<file path="config.mk">
export PLATFORM = sky130hd
export DESIGN_NAME = sha3_digest_serializer_flat
export DESIGN_NICKNAME = d
export VERILOG_FILES = /design/src/rtl/sha3_digest_serializer_pkg.sv /design/src/rtl/sha3_digest_serializer_if.sv /design/src/rtl/sha3_digest_serializer_fifo.sv /design/src/rtl/sha3_digest_serializer.sv /design/src/flat_wrapper.sv
export SDC_FILE = /design/constraint.sdc
export NUM_CORES = 1
export LEC_CHECK = 0
export ABC_AREA = 1
export BUFFER_PORTS_ARGS = -buffer_cell sky130_fd_sc_hd__buf_4
export CAP_MARGIN = 20
export CORE_AREA = 2 2 667 669
export DETAILED_ROUTE_END_ITERATION = 16
export DIE_AREA = 0 0 669 671
export PLACE_DENSITY_LB_ADDON = 0.1
export SLEW_MARGIN = 20
export SYNTH_ARGS = -nofsm -noshare
export SYNTH_HDL_FRONTEND = slang
export SYNTH_SLANG_ARGS = --single-unit
</file>
<file path="constraint.sdc">
create_clock -name clk -period 3.7 [get_ports clk]
set_clock_uncertainty 0.2 [all_clocks]
set_input_delay 0.925 -clock clk [delete_from_list [all_inputs] [get_ports clk]]
set_output_delay 0.925 -clock clk [all_outputs]
set_load 0.1 [all_outputs]
</file>
<file path="src/rtl/sha3_digest_serializer_pkg.sv">
// Shared definitions for the SHA3 digest serializer slice.
// Contents: Keccak lane/state geometry, lane index helper, control state
// encoding and the 64-bit byte-reversal helper used by the byteswap build.
package sha3_digest_serializer_pkg;

    localparam int SHA3_LANE_W     = 64;
    localparam int SHA3_STATE_W    = 1600;
    localparam int DIGEST256_LANES = 4;

    typedef enum logic [0:0] {
        ST_IDLE = 1'b0,
        ST_SEND = 1'b1
    } ctrl_state_e;

    // Keccak lane (x,y) lives at lane slot 5*y+x of the flattened state.
    function automatic int lane_idx(input int x, input int y);
        return 5 * y + x;
    endfunction

    // Reverse byte order so byte 0 lands in bits [63:56].
    function automatic logic [63:0] byteswap64(input logic [63:0] w);
        logic [63:0] r;
        r = 64'h0;
        for (int b = 0; b < 8; b++) begin
            r[(7 - b) * 8 +: 8] = w[b * 8 +: 8];
        end
        return r;
    endfunction

endpackage

</file>
<file path="src/rtl/sha3_digest_serializer_if.sv">
// Handshake bundle between the permutation stage, the serializer and the
// digest consumer.
//   pushin/din/tagin/stopout : state capture side
//   dout/dix/tagout/pushout/lastout/stopin : word output side
//   overflow : sticky drop indicator
// modport slave is the serializer side, modport master the surrounding logic.
interface sha3_digest_serializer_if
    import sha3_digest_serializer_pkg::*;
#(
    parameter int LANE_W  = SHA3_LANE_W,
    parameter int DIX_W   = 2,
    parameter int TAG_W   = 8,
    parameter int STATE_W = SHA3_STATE_W
);
    logic               pushin;
    logic [STATE_W-1:0] din;
    logic [TAG_W-1:0]   tagin;
    logic               stopout;
    logic [LANE_W-1:0]  dout;
    logic [DIX_W-1:0]   dix;
    logic [TAG_W-1:0]   tagout;
    logic               pushout;
    logic               lastout;
    logic               stopin;
    logic               overflow;

    modport master (
        output pushin, din, tagin, stopin,
        input  stopout, dout, dix, tagout, pushout, lastout, overflow
    );

    modport slave (
        input  pushin, din, tagin, stopin,
        output stopout, dout, dix, tagout, pushout, lastout, overflow
    );
endinterface

</file>
<file path="src/rtl/sha3_digest_serializer_fifo.sv">
// Digest buffer: DEPTH entries of packed {tag, lanes}.
// Ports:
//   clk, reset      clock, asynchronous active-low reset
//   wr_en, wr_data  store one entry at the write pointer
//   pop             retire the head entry
//   head_data       entry at the read pointer
//   next_data       entry behind the head (valid when count >= 2)
//   count           occupancy, count_next its value after this edge
//   full, empty     occupancy flags
// The caller guarantees wr_en only when not full or popping, and pop only
// when not empty. DEPTH must be a power of two so pointers wrap naturally.
module sha3_digest_serializer_fifo #(
    parameter  int ENTRY_W = 264,
    parameter  int DEPTH   = 2,
    localparam int PTR_W   = $clog2(DEPTH),
    localparam int CNT_W   = $clog2(DEPTH + 1)
) (
    input  logic               clk,
    input  logic               reset,
    input  logic               wr_en,
    input  logic [ENTRY_W-1:0] wr_data,
    input  logic               pop,
    output logic [ENTRY_W-1:0] head_data,
    output logic [ENTRY_W-1:0] next_data,
    output logic [CNT_W-1:0]   count,
    output logic [CNT_W-1:0]   count_next,
    output logic               full,
    output logic               empty
);

    logic [ENTRY_W-1:0] mem_r [DEPTH];
    logic [PTR_W-1:0]   wr_ptr_r;
    logic [PTR_W-1:0]   rd_ptr_r;
    logic [PTR_W-1:0]   rd_ptr_inc_s;
    logic [CNT_W-1:0]   count_r;
    logic [CNT_W-1:0]   count_next_s;

    // Occupancy after this edge; simultaneous push and pop leave it unchanged.
    always_comb begin
        rd_ptr_inc_s = rd_ptr_r + PTR_W'(1'b1);
        count_next_s = count_r;
        case ({wr_en, pop})
            2'b10:   count_next_s = count_r + CNT_W'(1'b1);
            2'b01:   count_next_s = count_r - CNT_W'(1'b1);
            default: count_next_s = count_r;
        endcase
    end

    // Storage, pointers and occupancy counter.
    always_ff @(posedge clk or negedge reset) begin
        if (!reset) begin
            for (int i = 0; i < DEPTH; i++) begin
                mem_r[i] <= '0;
            end
            wr_ptr_r <= '0;
            rd_ptr_r <= '0;
            count_r  <= '0;
        end else begin
            if (wr_en) begin
                mem_r[wr_ptr_r] <= wr_data;
                wr_ptr_r        <= wr_ptr_r + PTR_W'(1'b1);
            end
            if (pop) begin
                rd_ptr_r <= rd_ptr_inc_s;
            end
            count_r <= count_next_s;
        end
    end

    assign head_data  = mem_r[rd_ptr_r];
    assign next_data  = mem_r[rd_ptr_inc_s];
    assign count      = count_r;
    assign count_next = count_next_s;
    assign full       = (count_r == CNT_W'(DEPTH));
    assign empty      = (count_r == CNT_W'(0));

endmodule

</file>
<file path="src/rtl/sha3_digest_serializer.sv">
// SHA3 digest serializer: captures the final Keccak state on pushin, keeps
// lanes (0,0)..(DIGEST_LANES-1,0) plus the tag in a DEPTH-entry buffer and
// streams them as LANE_W words under valid/stall flow control.
// Ports:
//   clk    rising-edge clock
//   reset  asynchronous active-low reset
//   bus    sha3_digest_serializer_if.slave (pushin/din/tagin/stopout,
//          dout/dix/tagout/pushout/lastout/stopin, overflow)
// Build option: define SHA3_DIGEST_BYTESWAP_EN to byte-reverse every output
// word (big-endian hex-order digest). Storage and timing do not change.
// All outputs are registered. The output registers are loaded from the
// buffer contents as they will be after the current edge, so a push into an
// empty buffer shows word 0 right after that edge and consecutive digests
// follow without a bubble.
module sha3_digest_serializer
    import sha3_digest_serializer_pkg::*;
#(
    parameter int LANE_W       = SHA3_LANE_W,
    parameter int DIGEST_LANES = DIGEST256_LANES,
    parameter int TAG_W        = 8,
    parameter int DEPTH        = 2
) (
    input logic                   clk,
    input logic                   reset,
    sha3_digest_serializer_if.slave bus
);

    localparam int ENTRY_W = DIGEST_LANES * LANE_W + TAG_W;
    localparam int DIX_W   = (DIGEST_LANES > 1) ? $clog2(DIGEST_LANES) : 1;
    localparam int CNT_W   = $clog2(DEPTH + 1);
    localparam logic [DIX_W-1:0] DIX_LAST = DIX_W'(DIGEST_LANES - 1);

    ctrl_state_e        state_r;
    logic [DIX_W-1:0]   dix_r;
    logic [LANE_W-1:0]  dout_r;
    logic [TAG_W-1:0]   tagout_r;
    logic               pushout_r;
    logic               lastout_r;
    logic               stopout_r;
    logic               overflow_r;

    logic [ENTRY_W-1:0] wr_entry_s;
    logic [ENTRY_W-1:0] head_s;
    logic [ENTRY_W-1:0] next_s;
    logic [ENTRY_W-1:0] head_next_s;
    logic [CNT_W-1:0]   count_s;
    logic [CNT_W-1:0]   count_next_s;
    logic               full_s;
    logic               empty_s;
    logic               accept_s;
    logic               pop_s;
    logic               wr_en_s;
    logic               drop_s;
    logic               send_next_s;
    logic [DIX_W-1:0]   dix_next_s;
    logic [LANE_W-1:0]  lane_sel_s;
    logic [LANE_W-1:0]  word_next_s;

    // Gather the digest lanes of row y=0 and the tag into one buffer entry.
    always_comb begin
        wr_entry_s = '0;
        for (int x = 0; x < DIGEST_LANES; x++) begin
            wr_entry_s[x * LANE_W +: LANE_W] = bus.din[lane_idx(x, 0) * LANE_W +: LANE_W];
        end
        wr_entry_s[DIGEST_LANES * LANE_W +: TAG_W] = bus.tagin;
    end

    // Handshake decode: a pop frees a slot in the same cycle, so a full
    // buffer still takes pushin when the last word is being accepted.
    always_comb begin
        accept_s = pushout_r && !bus.stopin;
        pop_s    = accept_s && (dix_r == DIX_LAST);
        wr_en_s  = bus.pushin && (!full_s || pop_s);
        drop_s   = bus.pushin && full_s && !pop_s;
    end

    sha3_digest_serializer_fifo #(
        .ENTRY_W (ENTRY_W),
        .DEPTH   (DEPTH)
    ) u_digest_fifo (
        .clk        (clk),
        .reset      (reset),
        .wr_en      (wr_en_s),
        .wr_data    (wr_entry_s),
        .pop        (pop_s),
        .head_data  (head_s),
        .next_data  (next_s),
        .count      (count_s),
        .count_next (count_next_s),
        .full       (full_s),
        .empty      (empty_s)
    );

    // Head entry as it will be after this edge. When the buffer is about to
    // hold only the incoming entry, it is forwarded straight from the input.
    always_comb begin
        head_next_s = head_s;
        if (pop_s) begin
            if (count_s > CNT_W'(1'b1)) begin
                head_next_s = next_s;
            end else begin
                head_next_s = wr_entry_s;
            end
        end else if (empty_s) begin
            head_next_s = wr_entry_s;
        end else begin
            head_next_s = head_s;
        end
    end

    // Word index and output word for the next cycle.
    always_comb begin
        send_next_s = (count_next_s != CNT_W'(0));
        dix_next_s  = dix_r;
        if (pop_s) begin
            dix_next_s = '0;
        end else if (accept_s) begin
            dix_next_s = dix_r + DIX_W'(1'b1);
        end else begin
            dix_next_s = dix_r;
        end
        lane_sel_s = head_next_s[dix_next_s * LANE_W +: LANE_W];
`ifdef SHA3_DIGEST_BYTESWAP_EN
        word_next_s = byteswap64(lane_sel_s);
`else
        word_next_s = lane_sel_s;
`endif
    end

    // Control FSM and registered outputs.
    always_ff @(posedge clk or negedge reset) begin
        if (!reset) begin
            state_r    <= ST_IDLE;
            dix_r      <= '0;
            dout_r     <= '0;
            tagout_r   <= '0;
            pushout_r  <= 1'b0;
            lastout_r  <= 1'b0;
            stopout_r  <= 1'b0;
            overflow_r <= 1'b0;
        end else begin
            case (state_r)
                ST_IDLE: begin
                    if (wr_en_s) begin
                        state_r <= ST_SEND;
                    end else begin
                        state_r <= ST_IDLE;
                    end
                end
                ST_SEND: begin
                    if (pop_s && (count_s == CNT_W'(1'b1)) && !wr_en_s) begin
                        state_r <= ST_IDLE;
                    end else begin
                        state_r <= ST_SEND;
                    end
                end
                default: state_r <= ST_IDLE;
            endcase
            dix_r      <= dix_next_s;
            pushout_r  <= send_next_s;
            lastout_r  <= send_next_s && (dix_next_s == DIX_LAST);
            dout_r     <= send_next_s ? word_next_s : '0;
            tagout_r   <= send_next_s ? head_next_s[DIGEST_LANES * LANE_W +: TAG_W] : '0;
            stopout_r  <= (count_next_s == CNT_W'(DEPTH));
            overflow_r <= overflow_r | drop_s;
        end
    end

    assign bus.dout     = dout_r;
    assign bus.dix      = dix_r;
    assign bus.tagout   = tagout_r;
    assign bus.pushout  = pushout_r;
    assign bus.lastout  = lastout_r;
    assign bus.stopout  = stopout_r;
    assign bus.overflow = overflow_r;

endmodule

</file>
<file path="src/flat_wrapper.sv">
// flat-port wrapper written by rule: the top's interface ports become plain ports
module sha3_digest_serializer_flat import sha3_digest_serializer_pkg::*;
#(
    parameter int LANE_W       = SHA3_LANE_W,
    parameter int DIGEST_LANES = DIGEST256_LANES,
    parameter int TAG_W        = 8,
    parameter int DEPTH        = 2
)
  (clk, reset, bus_pushin, bus_din, bus_tagin, bus_stopin, bus_stopout, bus_dout, bus_dix, bus_tagout, bus_pushout, bus_lastout, bus_overflow);
  sha3_digest_serializer_if #(.LANE_W(LANE_W), .DIX_W(2), .TAG_W(TAG_W), .STATE_W(1600)) bus_i ();
  input logic clk;
  input logic reset;
  input wire logic [$bits(bus_i.pushin)-1:0] bus_pushin;
  input wire logic [$bits(bus_i.din)-1:0] bus_din;
  input wire logic [$bits(bus_i.tagin)-1:0] bus_tagin;
  input wire logic [$bits(bus_i.stopin)-1:0] bus_stopin;
  output wire logic [$bits(bus_i.stopout)-1:0] bus_stopout;
  output wire logic [$bits(bus_i.dout)-1:0] bus_dout;
  output wire logic [$bits(bus_i.dix)-1:0] bus_dix;
  output wire logic [$bits(bus_i.tagout)-1:0] bus_tagout;
  output wire logic [$bits(bus_i.pushout)-1:0] bus_pushout;
  output wire logic [$bits(bus_i.lastout)-1:0] bus_lastout;
  output wire logic [$bits(bus_i.overflow)-1:0] bus_overflow;
  assign bus_i.pushin = bus_pushin;
  assign bus_i.din = bus_din;
  assign bus_i.tagin = bus_tagin;
  assign bus_i.stopin = bus_stopin;
  assign bus_stopout = bus_i.stopout;
  assign bus_dout = bus_i.dout;
  assign bus_dix = bus_i.dix;
  assign bus_tagout = bus_i.tagout;
  assign bus_pushout = bus_i.pushout;
  assign bus_lastout = bus_i.lastout;
  assign bus_overflow = bus_i.overflow;
  sha3_digest_serializer #(.LANE_W(LANE_W), .DIGEST_LANES(DIGEST_LANES), .TAG_W(TAG_W), .DEPTH(DEPTH)) u_core (.clk(clk), .reset(reset), .bus(bus_i));
endmodule
</file>
==> results_dict.tcl <==
set metrics [dict create \
    outcome "finished clean" \
    initial_core_util_pct 7.49 \
    synthArstFlopShare_pct 100 \
    p_switching_mw 25.8 \
    synth.distinct_cells 27 \
    drc 0 \
    cts_tree "yes" \
    wl_per_cell_microns 19.1 \
    dpl_cell_area_sq_um 43800 \
    cts-root-buf "clkbuf_16" \
    final_area_sq_um 47100 \
    synth_top_area_cell "dfrtp_1" \
    grt-ovfl-total 0 \
    finalHoldViolations 0 \
    finalCritPeriodShare_pct 89.6 \
    synth_top_area_share_pct 46.2 \
    grt_max_degree 106 \
    postSynthNetCount 6326 \
    drt-total-wl_microns 210000 \
    synth.area.top_cells "dfrtp_1 (46%), nand2_1 (23%), o21ai_0 (7.9%), nand3_1 (6.7%), inv_1 (3.3%)" \
    cts_buffers 96 \
    synth.cell_area_sq_um 33100 \
    synth.avg_cell_area_sq_um 7.02 \
    gp_congestion 0.687 \
    clockPowerShare_pct 19.9 \
    maxSlewHeadroom_pct 31.9 \
    insertion_delay_ns 0.77 \
    rsz0062_at_grt "no" \
    seqPwrFrac_pct 23.2 \
    cts.repair.resized 0 \
    grt_use_total_pct 9.20 \
    dieArea_sq_um 449000 \
    drive_above_1_share_pct 17.1 \
    coreArea_sq_um 441000 \
    synth_common_cells "nand2_1 (2040), dfrtp_1 (610), o21ai_0 (519), nand3_1 (445), inv_1 (292)" \
    max_freq_ghz 0.302 \
    worstHoldPathType "input port to register" \
    hpwl_microns 144000 \
    portBuffers 345 \
    ios 1690 \
    finalPower_mw 49.2 \
    crit_required_ns 4.15 \
    p_leak_nw 21.2 \
    power_switching_share_pct 52.4 \
    via_per_inst 2.89 \
    synth-seq-cells 610 \
    die_y_microns 671 \
    ys_warn_count 0 \
    clk_pin_slew_worst_paths_ns 0.06 \
    irDropWorstVdd_mv 0.639 \
    dr.pass1.iters 5 \
    grt_pass1_wl_microns 285000 \
    fin_cells 10984 \
    critical_path_arrival_ns 3.76 \
    power_frac_comb_pct 56.9 \
    path_class "register to register" \
    post-cts-setup-buffers 0 \
    synth.most_common_cell "nand2_1" \
    die_x_microns 669 \
    synth_ff_type "dfrtp_1" \
    grt_pass1_vias 32103 \
    whs_ns 0.166 \
    worst_slack_ns 0.385 \
    synth-edff-count 0 \
    drtIter0Drc 1908 \
    finalCriticalPeriod_ns 3.32 \
    ant_nets 0 \
    post-place-ws_ns -0.100 \
    tns_ns 0 \
    powerDensity_nw_per_um2 1050 \
    reg2regPathDepth 14 \
    ys_seq_area_share_pct 46.2 \
    netlist_instances 4708 \
    tightestPinTransition_ns 1.02 \
    clockBufferDepth 3 \
    cts-htree-levels 3 \
    antenna_found_initial 125 \
    p_int_mw 23.5 \
    vias 31773 \
    synthToLayoutAreaGrowth_pct 42.4 \
    min_path_cells 3 \
    clock_sinks 610 \
    dp_cells 10799 \
    row_count 244 \
    endpoint_kind "register" \
    cp_max_fo 31 \
    setup_viol 0 \
    start_kind "register" \
    maxSlewViolCount 0 \
    max-cap-violations 0 \
    nets 6612 \
    postLayoutCoreUtil_pct 10.7 \
]
==> per-layer routing <==
layer	vias to the layer above	share of wire (%)	track usage (%)	routed length [microns]
li1	15381	-	-	-
met1	15229	42	11.2	89100
met2	710	47	15.3	98700
met3	351	7.9	3.41	16600
met4	102	2.4	2.24	5110
met5	-	0.32	0	667
==> registers in the layout, summed over array words and instances, names as in the netlist <==
register,flops
u_core.bus.stopout,1
u_core.bus.dout,64
u_core.bus.overflow,1
u_core.u_digest_fifo.wr_ptr_r,1
u_core.u_digest_fifo.rd_ptr_r,1
u_core.bus.lastout,1
u_core.bus.dix,2
u_core.u_digest_fifo.mem_r,528
u_core.bus.tagout,8
u_core.u_digest_fifo.count,2
u_core.bus.pushout,1
==> cells in the final DEF, fill, tap and decap left out, drive strengths merged, types with 9 or more instances in the layout <==
cell	n
diode	16
o21ai	571
a21oi	65
mux2i	18
nor2	116
o211ai	9
inv	299
nand2	2041
dfrtp	610
clkinv	18
clkbuf	140
nor3	9
or2	174
nand3	445
buf	523
==> final timing paths <==
check / to / startpoint / slack [ns]
max in group asynchronous: u_core.bus.dout[27] / reset / 1.69
min in group asynchronous: u_core.u_digest_fifo.mem_r[6] / reset / 0.53
setup / recovery: u_core.bus.dout[29] / u_core.bus.dix[0] / 0.38
setup reg to reg: u_core.bus.dout[29] / u_core.bus.dix[0] / 0.38
hold / removal: u_core.u_digest_fifo.mem_r[467] / bus_din[203] / 0.17
hold reg to reg: u_core.u_digest_fifo.mem_r[441] / u_core.u_digest_fifo.mem_r[441] / 0.27
==> cell families after synthesis <==
| group | Yosys count | share of synthesized area (%) |
|---|---|---|
| compound gates | 654 | 10.0 |
| xor+xnor | 1 | 0.0265 |
| fa+ha+maj | 6 | 0.227 |
| buf+inv | 634 | 8.28 |
| flops | 610 | 46.2 |
| mux | 18 | 0.545 |
| simple gates | 2785 | 34.7 |
==> power by group through the flow <==
stage                     Clock, mW  Sequential [mW]  Combinational [mW]
after detailed placement          0             11.5                29.8
final                          9.80             11.4                28.0
after global routing           10.6             11.8                31.6
after floorplan                   0             13.5                13.3
after CTS                      10.4             11.4                29.9
after global placement            0             11.5                30.0
==> critical path, cell delays in order (launching register included) <==
cell and delay [ns]:
dfrtp_1 0.45, ha_1 0.26, nand3_4 0.15, nand2_1 0.15, nand2_8 0.18, inv_1 0.06, ha_1 0.30, inv_1 0.06
o21ai_0 0.23, inv_1 0.09, nor2_1 0.24, inv_4 0.28, buf_12 0.27, nand2_1 0.10, inv_1 0.07
==> area by class of cell <==
class | instances | area, sq um
fillers | 51162 | 394000
flip-flops and latches | 610 | 15300
multi-input cells | 3464 | 15100
well taps | 5904 | 7390
repair buffers | 524 | 4840
clock buffers | 140 | 2790
inverters | 298 | 1150
clock inverters | 28 | 457
diodes | 16 | 40.0
==> timing repair <==
item	in CTS	in global routing
hold endpoints to repair	18	0
setup endpoints to repair	0	0
hold buffers	1	0
(Power assumes the default switching activity.)
